### config.mk
export PLATFORM = sky130hd
export DESIGN_NAME = fifo_uart_tx
export DESIGN_NICKNAME = d
export VERILOG_FILES = /design/src/rtl/fifo_uart_tx.sv
export SDC_FILE = /design/constraint.sdc
export NUM_CORES = 1
export LEC_CHECK = 0
export ABC_AREA = 1
export CAP_MARGIN = 20
export CORE_ASPECT_RATIO = 0.7
export CORE_UTILIZATION = 68
export CTS_CLUSTER_SIZE = 40
export DETAILED_ROUTE_END_ITERATION = 8
export DONT_BUFFER_PORTS = 1
export PLACE_DENSITY = 0.81
export SYNTH_ARGS = -nofsm -noshare
export SYNTH_HDL_FRONTEND = slang
export SYNTH_SLANG_ARGS = --single-unit
### constraint.sdc
create_clock -name clk -period 3.7 [get_ports clk]
set_input_delay 0.74 -clock clk [delete_from_list [all_inputs] [get_ports clk]]
set_output_delay 0.74 -clock clk [all_outputs]
set_load 0.02 [all_outputs]
### src/rtl/fifo_uart_tx.sv
// rtl/fifo_uart_tx.sv - transmit-side 8N1 UART fed from a synchronous word FIFO
module fifo_uart_tx #(
  parameter int WIDTH   = 8,
  parameter int DEPTH   = 16,
  parameter int DIVISOR = 86,
  parameter int LEVEL   = 2
) (
  input  logic             clk,
  input  logic             i_reset,
  input  logic             i_enable,
  input  logic             i_w_en,
  input  logic [WIDTH-1:0] i_w_data,
  output logic             o_tx,
  output logic             o_full,
  output logic             o_afull,
  output logic             o_empty,
  output logic             o_aempty
);

  localparam int AW = $clog2(DEPTH);
  localparam int CW = AW + 1;
  localparam int BW = $clog2(DIVISOR);
  localparam int XW = $clog2(WIDTH + 1);

  typedef enum logic [1:0] {IDLE, START, DATA, STOP} state_t;

  state_t           state;
  state_t           state_nx;
  logic [WIDTH-1:0] mem [DEPTH];
  logic [AW-1:0]    wr_ptr;
  logic [AW-1:0]    rd_ptr;
  logic [CW-1:0]    count;
  logic [CW-1:0]    count_nx;
  logic [WIDTH-1:0] shreg;
  logic [BW-1:0]    baud_cnt;
  logic [XW-1:0]    bit_idx;
  logic             wr_ok;
  logic             pop;
  logic             tick;

  // A write while full is dropped even if the transmitter pops on the same edge.
  assign wr_ok = i_w_en & ~o_full;
  assign tick  = (baud_cnt == BW'(DIVISOR - 1));

  // Transmitter state register; reset forces IDLE so o_tx returns high at once.
  always_ff @(posedge clk or negedge i_reset) begin
    if (!i_reset) state <= IDLE;
    else          state <= state_nx;
  end

  // Next state, pop request and serial output; STOP chains straight into START when more data waits.
  always_comb begin
    state_nx = state;
    pop      = 1'b0;
    o_tx     = 1'b1;
    case (state)
      IDLE: begin
        if (i_enable && !o_empty) begin
          pop      = 1'b1;
          state_nx = START;
        end
      end
      START: begin
        o_tx = 1'b0;
        if (tick) state_nx = DATA;
      end
      DATA: begin
        o_tx = shreg[0];
        if (tick && bit_idx == XW'(WIDTH - 1)) state_nx = STOP;
      end
      STOP: begin
        if (tick) begin
          if (i_enable && !o_empty) begin
            pop      = 1'b1;
            state_nx = START;
          end else begin
            state_nx = IDLE;
          end
        end
      end
      default: state_nx = IDLE;
    endcase
  end

  // Bit timer and shift register; the timer restarts on every pop so each bit is exactly DIVISOR clocks.
  always_ff @(posedge clk or negedge i_reset) begin
    if (!i_reset) begin
      baud_cnt <= '0;
      bit_idx  <= '0;
      shreg    <= '0;
    end else if (pop) begin
      shreg    <= mem[rd_ptr];
      baud_cnt <= '0;
      bit_idx  <= '0;
    end else if (state == IDLE) begin
      baud_cnt <= '0;
    end else begin
      baud_cnt <= tick ? '0 : baud_cnt + 1'b1;
      if (state == DATA && tick) begin
        shreg   <= shreg >> 1;
        bit_idx <= bit_idx + 1'b1;
      end
    end
  end

  // Occupancy after this edge; write and pop together leave it unchanged.
  always_comb begin
    count_nx = count;
    case ({wr_ok, pop})
      2'b10:   count_nx = count + 1'b1;
      2'b01:   count_nx = count - 1'b1;
      default: count_nx = count;
    endcase
  end

  // Pointers, count and registered level flags; pointers wrap naturally at the power-of-two depth.
  always_ff @(posedge clk or negedge i_reset) begin
    if (!i_reset) begin
      wr_ptr   <= '0;
      rd_ptr   <= '0;
      count    <= '0;
      o_full   <= 1'b0;
      o_afull  <= 1'b0;
      o_empty  <= 1'b1;
      o_aempty <= 1'b1;
    end else begin
      if (wr_ok) wr_ptr <= wr_ptr + 1'b1;
      if (pop)   rd_ptr <= rd_ptr + 1'b1;
      count    <= count_nx;
      o_full   <= (count_nx == CW'(DEPTH));
      o_afull  <= (count_nx >= CW'(DEPTH - LEVEL));
      o_empty  <= (count_nx == '0);
      o_aempty <= (count_nx <= CW'(LEVEL));
    end
  end

  // Word storage; no reset needed since contents are only read when count is non-zero.
  always_ff @(posedge clk) begin
    if (wr_ok) mem[wr_ptr] <= i_w_data;
  end

endmodule

==> impl_results.md <==
* GRT met2 Usage at 0.443
* RSZ-0062 raised after global routing: no
* PwrDens at 809 nW/um^2
* Core Area at 9870 um^2
* Vias at 4723
* Gpl congestion at 0.837
* Max clock buf depth at 2
* Vias in the first global route at 4350
* Hold Fails Final Rpt at 0
* WHS at 0.125 ns
* CP delay by family, top: simple AND/OR/NAND/NOR gates
* First-pass DRT Iterations at 7
* Cell area after synthesis at 7060 um^2
* Worst Max-Slew Pin Slew at 1.07 ns
* Register share of total power at 0.403
* Die H at 87.3 um
* VDD IR max at 0.000448 V
* Place WS at 1.03 ns
* Crit path required time at 4.01 ns
* Max-Cap Viols at 0
* Period utilisation layout at 0.720
* Dpl hpwl at 9340 um
* Worst-path cell chain: inv_1 -> ha_1 -> nand3_1 -> nand2_4 -> nand2_2 -> inv_2 -> ha_1 -> a21oi_1 -> inv_1 -> nand3_1 -> nand2_1 -> nand2_1 -> nand2_1 -> a21oi_1 -> nand2_1
* Final ANT Viol Nets at 0
* Leakage power at 0.00288 uW
* Total Die Area at 10800 um^2
* FP Rows at 30
* Slowest cell on crit path: dfrtp_1
* P_int at 3950 uW
* Critical path's most frequent cell: nand2_1
* Initial antenna violation count at 0
* Top FF cell, synth: edfxtp_1
* Xor/xnor share of the synthesized area at 0.0161
* Pwr Total at 6330 uW
* Clock Power Share at 0.282
* Total wire length at 15600 um
* EDFF count, synth at 128
* Num CTS Buffers at 17
* GRT Total Usage at 0.312
* Syn avg cell area at 11.8 um^2
* Post_cts resized at 0
* Initial Utilization at 0.715
* Crit path kind: flop to flop
* CTS Sinks at 166
* Routed WL per cell at 21.1 um
* Seq/Total Area, Yosys at 0.679
* Post-synthesis adder-cell area fraction at 0.0266
* Status: finished clean
* DRT iter0 DRCs at 567
* Fillers at 567
* I/O pin count at 17
* Combinational group share of total power at 0.315
* Combinational family with the most area after synthesis: simple AND/OR/NAND/NOR gates
* Grt met1 use at 0.458
* Fin nets at 625
* Slew headroom at 0.285
* Buffers on Ports at 0
* Layout Utilization at 0.792
* Slew Limit Fails at 0
* Congestion Overflow GR at 0
* Worst-Skew Late Latency at 0.42 ns
* Ant. Diodes at 0
* Setup violators final at 0
* Drt drc at 0
* Worst setup EP type: flop
* Clock skew at 0.0117 ns
* Seq cells post-synth at 166
* CTS Root Cell: clkbuf_16
* Setup TNS Final at 0 ns
* Synth unique cells at 35
* Synth Area in Simple Gates at 0.121
* Critical Path Fanout Max at 18
* Worst min-delay path class: primary input to asynchronous set/reset pin
* Worst path max stage delay at 0.41 ns
* PnR worst setup slack at 1.04 ns
* Critical path data arrival time at 2.97 ns
* Multiplexer share of the synthesized area at 0
* Number of H-tree levels at 4
* Cells after Synth at 597
* Syn_nets at 624
* Die Span X at 124 um
* Multi-input logic area at 2010 um^2
* Reg area at 4800 um^2
* Crit start category: flop
* Share of post-route cells with drive strength above 1 at 0.0933
* Worst path buffer plus inverter count at 3
* Compound-cell area share of the yosys netlist at 0.120
* Most Crowded Layer GR: met1
* Switching share of power at 0.376
* Post-DR vias/cell at 6.39
* Area Growth Syn to Fin at 10.7%
* Async set-reset flop share out of synthesis at 0.229
* Worst-path clk slew at 0.07 ns
* Final Critical Period at 2.66 ns
* Highest clock rate at 376 MHz
* Sw Pwr at 2380 uW
* CTS tree: built
* First-pass GRT wire length at 23500 um
* GR Layer Usage met3 at 0.0982
* Ys Warns at 0
* Largest net degree at the start of global routing at 67
-- cells in the mapped netlist, types with 8 or more instances --
library cell    n  area share
a21oi_1        26       0.018
ha_1           15       0.027
nand3_1        21       0.015
nor2_1         87       0.046
o221ai_1       21       0.026
xor2_1         12       0.015
inv_1          36       0.019
clkbuf_1       18      0.0096
o211ai_1        8      0.0085
dfrtp_1        36        0.13
edfxtp_1      128        0.54
o21ai_0        68       0.048
nand2_1        60       0.032
-- cell type report --
type,count,share of cell area
Clock inverter,12,0.0165
Tap cell,128,0.0205
Inverter,39,0.0187
Sequential cell,166,0.614
Multi-Input combinational cell,365,0.257
Timing Repair Buffer,9,0.0128
Clock buffer,20,0.0613
-- registers in the layout, indices dropped and copies added (netlist names) --
name      count
mem         128
shreg         8
state         2
wr_ptr        4
o_full        1
o_aempty      1
o_afull       1
baud_cnt      7
o_empty       1
count         5
rd_ptr        4
bit_idx       4
-- power by group through the flow --
stage               clock network, uW  registers [uW]  logic [uW]
floorplan                           0            2490        1450
global route                     1860            2570        2180
finish                           1780            2550        2000
global placement                    0            2560        1820
CTS                              1790            2540        1940
detailed placement                  0            2570        1910
-- placed cells by master (no fill, tap or decap), types with 3 or more instances in the layout --
master         count
nand2_2            7
nand4_1            7
o21ai_1            7
nand3_1           21
inv_1             36
clkinv_4           3
xor2_1            12
ha_1              15
a21oi_1           26
nand3_2            4
dlygate4sd3_1      3
o22ai_1            7
clkbuf_16         19
inv_6              3
nor2_1            87
edfxtp_1         128
inv_8              3
o21ai_0           68
nand2_1           60
o221ai_1          21
o211ai_1           8
dfrtp_1           35
buf_4              4
-- final timing paths --
path                              from  slack [ns]  cells after the start          end
hold / removal                 i_reset        0.13                      1    wr_ptr[1]
min in group clk           i_w_data[4]        0.41                      0    mem[1][4]
setup / recovery              state[0]        1.04                     15      o_afull
max in group asynchronous      i_reset        2.82                      1     shreg[7]
setup reg to reg              state[0]        1.04                     15      o_afull
hold reg to reg            baud_cnt[0]        0.50                      1  baud_cnt[0]
-- cells by family (layout without fill, tap and decap cells) --
logic type / Yosys count / count (layout)
XOR/XNOR: 13 / 13
buffers and inverters: 66 / 80
AND/OR/NAND/NOR: 193 / 193
flip-flops: 166 / 166
adder cells (fa/ha/maj): 15 / 15
AO/OA/AOI/OAI: 144 / 144
-- stage by stage --
stage	area [um^2]	std cells
after floorplan	7060	597
after global placement	7160	703
after detailed placement	7160	703
after CTS	7810	738
after global routing	7820	739
final	7820	739
-- per-layer routing --
layer / wire, um / part of all wire
met3: 1500 / 0.096
met5: 0 / 0
met2: 6900 / 0.44
met1: 6960 / 0.45
met4: 210 / 0.013
-- what timing repair did --
item / in CTS / in global routing
buffers inserted: 0 / 0
hold buffers: 3 / 1
endpoints found under the hold margin: 24 / 6
No activity file was read; power rests on OpenSTA's default activity.
